<file path="config.mk">
export PLATFORM = sky130hd
export DESIGN_NAME = axil_reg_slave
export DESIGN_NICKNAME = d
export VERILOG_FILES = /design/src/rtl/axil_pkg.sv /design/src/rtl/axil_reg_bank.sv /design/src/rtl/axil_reg_slave.sv
export SDC_FILE = /design/constraint.sdc
export NUM_CORES = 1
export LEC_CHECK = 0
export ABC_AREA = 1
export CAP_MARGIN = 5
export CORE_UTILIZATION = 44
export CTS_CLUSTER_DIAMETER = 40
export CTS_CLUSTER_SIZE = 8
export DETAILED_ROUTE_END_ITERATION = 10
export GPL_TIMING_DRIVEN = 0
export PLACE_DENSITY = 0.86
export RECOVER_POWER = 50
export SYNTH_ARGS = -nofsm -noshare
export SYNTH_HDL_FRONTEND = slang
export SYNTH_SLANG_ARGS = --single-unit
</file>
<file path="constraint.sdc">
create_clock -name clk -period 1.7 [get_ports clk]
set_clock_uncertainty 0.1 [all_clocks]
set_input_delay 0.34 -clock clk [delete_from_list [all_inputs] [get_ports clk]]
set_output_delay 0.34 -clock clk [all_outputs]
set_load 0.02 [all_outputs]
</file>
<file path="src/rtl/axil_pkg.sv">
// -----------------------------------------------------------------------------
// axil_pkg
// Definitions shared by the AXI-Lite register slave and the interconnect
// address decoder.
//   axil_resp_t : AXI response codes (OKAY, EXOKAY, SLVERR, DECERR)
//   wr_state_t  : write channel FSM states (W_IDLE, W_RESP)
//   rd_state_t  : read channel FSM states (R_IDLE, R_DATA)
//   AXIL_DATA_WIDTH : the only supported AXI-Lite data width
// -----------------------------------------------------------------------------
package axil_pkg;

  localparam int AXIL_DATA_WIDTH = 32;
  localparam int AXIL_STRB_WIDTH = AXIL_DATA_WIDTH / 8;

  typedef enum logic [1:0] {
    OKAY   = 2'b00,
    EXOKAY = 2'b01,
    SLVERR = 2'b10,
    DECERR = 2'b11
  } axil_resp_t;

  typedef enum logic {
    W_IDLE = 1'b0,
    W_RESP = 1'b1
  } wr_state_t;

  typedef enum logic {
    R_IDLE = 1'b0,
    R_DATA = 1'b1
  } rd_state_t;

endpackage

</file>
<file path="src/rtl/axil_reg_bank.sv">
// -----------------------------------------------------------------------------
// axil_reg_bank
// Storage for NUM_REGS 32-bit registers with byte-strobe write merge, a
// combinational read mux and a flattened view of all registers.
// Ports:
//   clk, rst   : clock, synchronous active-high reset (clears all registers)
//   wr_en      : commit wr_data into register wr_idx, byte lanes per wr_strb
//   wr_idx     : register index for the write
//   wr_data    : write data
//   wr_strb    : byte lane enables
//   rd_idx     : register index for the read mux
//   rd_data    : contents of register rd_idx (0 when rd_idx >= NUM_REGS)
//   regs_o     : all registers, reg i at bits [32i+31:32i]
// -----------------------------------------------------------------------------
module axil_reg_bank
  import axil_pkg::*;
#(
  parameter int NUM_REGS = 8,
  parameter int IDX_W    = 10
) (
  input  logic                                clk,
  input  logic                                rst,
  input  logic                                wr_en,
  input  logic [IDX_W-1:0]                    wr_idx,
  input  logic [AXIL_DATA_WIDTH-1:0]          wr_data,
  input  logic [AXIL_STRB_WIDTH-1:0]          wr_strb,
  input  logic [IDX_W-1:0]                    rd_idx,
  output logic [AXIL_DATA_WIDTH-1:0]          rd_data,
  output logic [NUM_REGS*AXIL_DATA_WIDTH-1:0] regs_o
);

  logic [AXIL_DATA_WIDTH-1:0] w_regs [NUM_REGS];

  for (genvar gi = 0; gi < NUM_REGS; gi++) begin : gen_reg
    logic [AXIL_DATA_WIDTH-1:0] r_q;
    logic                       w_sel;

    // Full-width index compare, so an out-of-range index never aliases.
    assign w_sel = wr_en && (wr_idx == IDX_W'(gi));

    always_ff @(posedge clk) begin
      if (rst) begin
        r_q <= '0;
      end else if (w_sel) begin
        for (int b = 0; b < AXIL_STRB_WIDTH; b++) begin
          if (wr_strb[b]) begin
            r_q[8*b +: 8] <= wr_data[8*b +: 8];
          end
        end
      end
    end

    assign w_regs[gi] = r_q;
    assign regs_o[gi*AXIL_DATA_WIDTH +: AXIL_DATA_WIDTH] = r_q;
  end

  // Compare-and-select mux: indices at or beyond NUM_REGS read as zero.
  always_comb begin
    rd_data = '0;
    for (int i = 0; i < NUM_REGS; i++) begin
      if (rd_idx == IDX_W'(i)) begin
        rd_data = w_regs[i];
      end
    end
  end

endmodule

</file>
<file path="src/rtl/axil_reg_slave.sv">
// -----------------------------------------------------------------------------
// axil_reg_slave
// AXI-Lite responder for one decoded slave window, backed by NUM_REGS 32-bit
// read/write registers. Write (AW/W/B) and read (AR/R) channels run as two
// independent FSMs. All channel outputs are registered.
// Ports:
//   clk, rst                          : clock, synchronous active-high reset
//   s_aw*/s_w*/s_b*                   : AXI-Lite write address/data/response
//   s_ar*/s_r*                        : AXI-Lite read address/data
//   regs_o                            : register contents, reg i at [32i+31:32i]
// Build option:
//   AXIL_REG_SLVERR_EN : when defined, out-of-range accesses answer SLVERR;
//                        otherwise they answer OKAY (writes dropped, reads 0).
// -----------------------------------------------------------------------------
module axil_reg_slave
  import axil_pkg::*;
#(
  parameter int ADDR_WIDTH  = 32,
  parameter int DATA_WIDTH  = 32,   // only 32 is supported
  parameter int NUM_REGS    = 8,    // 1..1024
  parameter int WINDOW_SIZE = 4096  // power of two, >= 4*NUM_REGS
) (
  input  logic                           clk,
  input  logic                           rst,
  input  logic [ADDR_WIDTH-1:0]          s_awaddr,
  input  logic                           s_awvalid,
  output logic                           s_awready,
  input  logic [DATA_WIDTH-1:0]          s_wdata,
  input  logic [DATA_WIDTH/8-1:0]        s_wstrb,
  input  logic                           s_wvalid,
  output logic                           s_wready,
  output logic [1:0]                     s_bresp,
  output logic                           s_bvalid,
  input  logic                           s_bready,
  input  logic [ADDR_WIDTH-1:0]          s_araddr,
  input  logic                           s_arvalid,
  output logic                           s_arready,
  output logic [DATA_WIDTH-1:0]          s_rdata,
  output logic [1:0]                     s_rresp,
  output logic                           s_rvalid,
  input  logic                           s_rready,
  output logic [NUM_REGS*DATA_WIDTH-1:0] regs_o
);

  localparam int OFF_W = $clog2(WINDOW_SIZE);
  localparam int IDX_W = (OFF_W > 2) ? OFF_W - 2 : 1;

  // Address decode: offset within the window, word index, range check.
  logic [IDX_W-1:0] w_aw_idx;
  logic [IDX_W-1:0] w_ar_idx;
  logic             w_ar_in_range;
  logic             w_wr_in_range;
  logic             w_unused;

  assign w_aw_idx = IDX_W'(s_awaddr[OFF_W-1:0] >> 2);
  assign w_ar_idx = IDX_W'(s_araddr[OFF_W-1:0] >> 2);

  // Address bits outside the window offset are ignored by design.
  assign w_unused = ^{s_awaddr, s_araddr};

  // ---------------------------------------------------------------------------
  // Write channel state
  // ---------------------------------------------------------------------------
  wr_state_t        r_wstate, r_wstate_next;
  logic             r_awready, r_awready_next;
  logic             r_wready, r_wready_next;
  logic             r_aw_held, r_aw_held_next;
  logic             r_w_held, r_w_held_next;
  logic [IDX_W-1:0] r_awidx, r_awidx_next;
  logic [DATA_WIDTH-1:0]   r_wdata, r_wdata_next;
  logic [DATA_WIDTH/8-1:0] r_wstrb, r_wstrb_next;
  logic             r_bvalid, r_bvalid_next;
  axil_resp_t       r_bresp, r_bresp_next;
  logic             w_commit;
  axil_resp_t       w_wr_resp;

  assign w_wr_in_range = 32'(r_awidx) < 32'(NUM_REGS);

`ifdef AXIL_REG_SLVERR_EN
  assign w_wr_resp = w_wr_in_range ? OKAY : SLVERR;
`else
  assign w_wr_resp = OKAY;
`endif

  always_comb begin
    r_wstate_next  = r_wstate;
    r_awready_next = r_awready;
    r_wready_next  = r_wready;
    r_aw_held_next = r_aw_held;
    r_w_held_next  = r_w_held;
    r_awidx_next   = r_awidx;
    r_wdata_next   = r_wdata;
    r_wstrb_next   = r_wstrb;
    r_bvalid_next  = r_bvalid;
    r_bresp_next   = r_bresp;
    w_commit       = 1'b0;

    case (r_wstate)
      W_IDLE: begin
        if (r_aw_held && r_w_held) begin
          // Both halves captured: commit this edge and answer next cycle.
          w_commit       = 1'b1;
          r_wstate_next  = W_RESP;
          r_bvalid_next  = 1'b1;
          r_bresp_next   = w_wr_resp;
          r_aw_held_next = 1'b0;
          r_w_held_next  = 1'b0;
        end else begin
          if (!r_aw_held) begin
            if (s_awvalid && r_awready) begin
              r_aw_held_next = 1'b1;
              r_awidx_next   = w_aw_idx;
              r_awready_next = 1'b0;
            end else begin
              // Also covers the first cycle out of reset.
              r_awready_next = 1'b1;
            end
          end
          if (!r_w_held) begin
            if (s_wvalid && r_wready) begin
              r_w_held_next = 1'b1;
              r_wdata_next  = s_wdata;
              r_wstrb_next  = s_wstrb;
              r_wready_next = 1'b0;
            end else begin
              r_wready_next = 1'b1;
            end
          end
        end
      end
      W_RESP: begin
        if (s_bready) begin
          r_wstate_next  = W_IDLE;
          r_bvalid_next  = 1'b0;
          r_awready_next = 1'b1;
          r_wready_next  = 1'b1;
        end
      end
      default: r_wstate_next = W_IDLE;
    endcase
  end

  always_ff @(posedge clk) begin
    if (rst) begin
      r_wstate  <= W_IDLE;
      r_awready <= 1'b0;
      r_wready  <= 1'b0;
      r_aw_held <= 1'b0;
      r_w_held  <= 1'b0;
      r_awidx   <= '0;
      r_wdata   <= '0;
      r_wstrb   <= '0;
      r_bvalid  <= 1'b0;
      r_bresp   <= OKAY;
    end else begin
      r_wstate  <= r_wstate_next;
      r_awready <= r_awready_next;
      r_wready  <= r_wready_next;
      r_aw_held <= r_aw_held_next;
      r_w_held  <= r_w_held_next;
      r_awidx   <= r_awidx_next;
      r_wdata   <= r_wdata_next;
      r_wstrb   <= r_wstrb_next;
      r_bvalid  <= r_bvalid_next;
      r_bresp   <= r_bresp_next;
    end
  end

  // ---------------------------------------------------------------------------
  // Read channel state
  // ---------------------------------------------------------------------------
  rd_state_t             r_rstate, r_rstate_next;
  logic                  r_arready, r_arready_next;
  logic                  r_rvalid, r_rvalid_next;
  logic [DATA_WIDTH-1:0] r_rdata, r_rdata_next;
  axil_resp_t            r_rresp, r_rresp_next;
  logic [DATA_WIDTH-1:0] w_bank_rdata;
  axil_resp_t            w_rd_resp;

  assign w_ar_in_range = 32'(w_ar_idx) < 32'(NUM_REGS);

`ifdef AXIL_REG_SLVERR_EN
  assign w_rd_resp = w_ar_in_range ? OKAY : SLVERR;
`else
  assign w_rd_resp = OKAY;
`endif

  always_comb begin
    r_rstate_next  = r_rstate;
    r_arready_next = r_arready;
    r_rvalid_next  = r_rvalid;
    r_rdata_next   = r_rdata;
    r_rresp_next   = r_rresp;

    case (r_rstate)
      R_IDLE: begin
        if (s_arvalid && r_arready) begin
          // Bank contents sampled before any write committing on this edge.
          r_rstate_next  = R_DATA;
          r_arready_next = 1'b0;
          r_rvalid_next  = 1'b1;
          r_rdata_next   = w_ar_in_range ? w_bank_rdata : '0;
          r_rresp_next   = w_rd_resp;
        end else begin
          r_arready_next = 1'b1;
        end
      end
      R_DATA: begin
        if (s_rready) begin
          r_rstate_next  = R_IDLE;
          r_rvalid_next  = 1'b0;
          r_arready_next = 1'b1;
        end
      end
      default: r_rstate_next = R_IDLE;
    endcase
  end

  always_ff @(posedge clk) begin
    if (rst) begin
      r_rstate  <= R_IDLE;
      r_arready <= 1'b0;
      r_rvalid  <= 1'b0;
      r_rdata   <= '0;
      r_rresp   <= OKAY;
    end else begin
      r_rstate  <= r_rstate_next;
      r_arready <= r_arready_next;
      r_rvalid  <= r_rvalid_next;
      r_rdata   <= r_rdata_next;
      r_rresp   <= r_rresp_next;
    end
  end

  // ---------------------------------------------------------------------------
  // Register storage
  // ---------------------------------------------------------------------------
  axil_reg_bank #(
    .NUM_REGS (NUM_REGS),
    .IDX_W    (IDX_W)
  ) u_bank (
    .clk     (clk),
    .rst     (rst),
    .wr_en   (w_commit && w_wr_in_range),
    .wr_idx  (r_awidx),
    .wr_data (r_wdata),
    .wr_strb (r_wstrb),
    .rd_idx  (w_ar_idx),
    .rd_data (w_bank_rdata),
    .regs_o  (regs_o)
  );

  assign s_awready = r_awready;
  assign s_wready  = r_wready;
  assign s_bvalid  = r_bvalid;
  assign s_bresp   = r_bresp;
  assign s_arready = r_arready;
  assign s_rvalid  = r_rvalid;
  assign s_rdata   = r_rdata;
  assign s_rresp   = r_rresp;

endmodule

</file>
==> impl_metrics.json <==
{
  "criticalPathCategory": "in2reg",
  "ant_nets": 0,
  "synth_edf_count": 0,
  "period_minus_slack_ps": 2430,
  "hold_class": "in2reg",
  "clock_latency_ps": 590,
  "max_freq_ghz": 0.411,
  "synth_top_family_by_area": "compound AO/OA/AOI/OAI gates",
  "cts_buffers": 54,
  "synthAdderAreaFrac": 0,
  "grt_max_degree": 15,
  "dp_slack_ps": -1420,
  "core_area_um2": 32800,
  "worst-path-max-fanout": 10,
  "start_util": 0.452,
  "arrival_ps": 2860,
  "setup_violations": 331,
  "gr-total-overflow": 0,
  "gp_congestion": 0.965,
  "row_count": 66,
  "io_buffers": 354,
  "yosysSeqAreaShare": 0.464,
  "rsz0062_at_grt": "yes",
  "cts-root-buf": "clkbuf_16",
  "cts.sinks": 343,
  "syn_inst": 1998,
  "ys.warnings.count": 0,
  "cap_viol_max_count": 0,
  "drt-total-wl_um": 83600,
  "p_per_area_nw_per_um2": 859,
  "grt_pass1_vias": 17400,
  "synth_simple_gate_area_share": 0.175,
  "synth_compound_area_frac": 0.232,
  "die_height_um": 185,
  "ir_drop_uv": 702,
  "hold_buffers": 0,
  "synth.most_common_cell": "dfxtp_1",
  "routed_via_density": 6.42,
  "dieArea_um2": 34400,
  "syn_area_um2": 14800,
  "ys_seq_elements": 343,
  "violations": "DRC, setup timing",
  "wl_per_cell_um": 27.7,
  "path_clk_slew_ps": 60,
  "synthDistinctLibCells": 37,
  "fp.dieW_um": 185,
  "min_period_over_period": 1.43,
  "required_ps": 2130,
  "status": "complete, but fails checks",
  "synthTopCellsByCount": "343 x dfxtp_1, 317 x a21oi_1, 315 x inv_1, 265 x o21ai_0, 180 x nand2_1",
  "critPathCaptureType": "register",
  "place_area_um2": 19000,
  "synthMuxAreaShare": 0,
  "avgSynthCellArea_um2": 7.41,
  "critPathLaunchType": "input pin",
  "slew_headroom": 0.0555,
  "via_count": 19400,
  "tightest_slew_ps": 1420,
  "setup_ws_ps": -734,
  "yosysTopAreaCellShare": 0.464,
  "track_usage": 0.405,
  "htreeDepth": 2,
  "postSynth.asyncResetShare": 0,
  "drt_iter0_drc": 2883,
  "finalPower_mw": 20.3,
  "whs_ps": 235,
  "yosys.area.top_type": "dfxtp_1",
  "final_hold_viol_count": 0,
  "drc": 12,
  "area_growth_pct": 59.9,
  "grt_pass1_wl_um": 103000,
  "synth_area_leaders": "dfxtp_1 46%, a21oi_1 11%, o21ai_0 9.0%",
  "cts_tree": "built",
  "layout.nets": 2659,
  "io_pins": 404,
  "synth-xor-area-share": 0,
  "drive_gt1_frac": 0.372,
  "firstDrtPassIters": 11,
  "drv_slew": 0,
  "synth_ff_type": "dfxtp_1",
  "final_area_um2": 23700,
  "leakage_nw": 9.27,
  "fillers": 2264,
  "clock_path_buffers": 3,
  "dpl.hpwl_um": 46700,
  "antenna_found_initial": 4
}
-- sequential cells by signal (all words and copies together) (netlist names) --
| signal | count |
|---|---|
| r_aw_held | 1 |
| r_awidx | 10 |
| r_rstate | 1 |
| r_w_held | 1 |
| r_wdata | 32 |
| r_wstate | 1 |
| r_wstrb | 4 |
| s_arready | 1 |
| s_awready | 1 |
| s_bvalid | 1 |
| s_rdata | 32 |
| s_rvalid | 1 |
| s_wready | 1 |
| u_bank.gen.r_q | 256 |
-- report_power, final --
| group | leakage [nW] | switching (mW) | internal (mW) | total [mW] |
|---|---|---|---|---|
| Combinational | 5.72 | 1.07 | 0.576 | 1.65 |
| Sequential | 2.77 | 0.390 | 8.17 | 8.56 |
| Clock | 0.770 | 3.98 | 6.14 | 10.1 |
-- critical path, stage by stage --
cell      delay [ps]
clkbuf_1         270
inv_1            220
clkbuf_1         370
clkbuf_1        1080
o21ai_0          370
a21oi_2          200
-- cells by family (layout without fill, tap and decap cells) --
group / after synthesis / after routing
other: 1 / 8
buffers and inverters: 448 / 1020
AND/OR/NAND/NOR: 539 / 539
flip-flops: 343 / 343
AO/OA/AOI/OAI: 667 / 667
-- metrics by stage --
step	setup TNS, ps	cells	utilization
2_1_floorplan	-5710	2001	-
3_3_place_gp	-188650	2797	0.580
3_5_place_dp	-206760	2797	0.580
4_1_cts	-49450	2976	0.696
5_1_grt	-110880	3017	0.722
6_report	-101420	3019	0.722
-- cell usage in the layout (no fill, tap or decap), types with 78 or more instances in the layout --
| cell type | netlist | final |
|---|---|---|
| a21oi_1 | 317 | 130 |
| a21oi_2 | 0 | 178 |
| buf_6 | 18 | 88 |
| clkbuf_1 | 56 | 136 |
| clkbuf_2 | 1 | 178 |
| dfxtp_1 | 343 | 334 |
| inv_1 | 315 | 310 |
| nand2_1 | 180 | 160 |
| nand3_1 | 135 | 119 |
| nor2_1 | 147 | 121 |
| o21ai_0 | 265 | 78 |
| o21ai_1 | 48 | 84 |
| o21ai_2 | 2 | 128 |
-- cell type report --
type / instances / area, um2 / area share
inverter: 321 / 1240 / 0.0526
sequential: 343 / 6880 / 0.291
timing repair buffer: 497 / 3980 / 0.168
clock buffer: 67 / 1470 / 0.0622
tap: 442 / 553 / 0.0234
antenna: 4 / 10.0 / 0.000423
buffer: 125 / 1110 / 0.0469
multi-input combinational: 1210 / 8320 / 0.352
clock inverter: 10 / 106 / 0.00449
-- what timing repair did --
item | 4_1_cts | 5_1_grt
cloned | 32 | 6
pin swaps | 113 | 100
endpoints found under the hold margin | 0 | 0
setup buffers | 70 | 40
resized for setup | 818 | 988
setup endpoints to repair | 623 | 614
-- worst paths after layout --
| kind | startpoint | end | slack [ps] | cells after the start |
|---|---|---|---|---|
| worst max-delay path | rst | u_bank.gen_reg[6].r_q[19] | -730 | 6 |
| worst min-delay path | s_wdata[21] | r_wdata[21] | 230 | 3 |
| worst max register to register | r_w_held | u_bank.gen_reg[1].r_q[21] | -580 | 8 |
| worst min register to register | u_bank.gen_reg[7].r_q[29] | u_bank.gen_reg[7].r_q[29] | 360 | 2 |
-- metal layers --
metal  global-route usage  up-vias  wire length [um]  part of all wire
li1                     -     7717                 -                 -
met1                0.463     8852             26700              0.32
met2                0.628     2058             35200              0.42
met3                0.124      764             13100              0.16
met4                0.317        2              8530              0.10
met5                    0        -                86            0.0010
(Power assumes the default switching activity.)
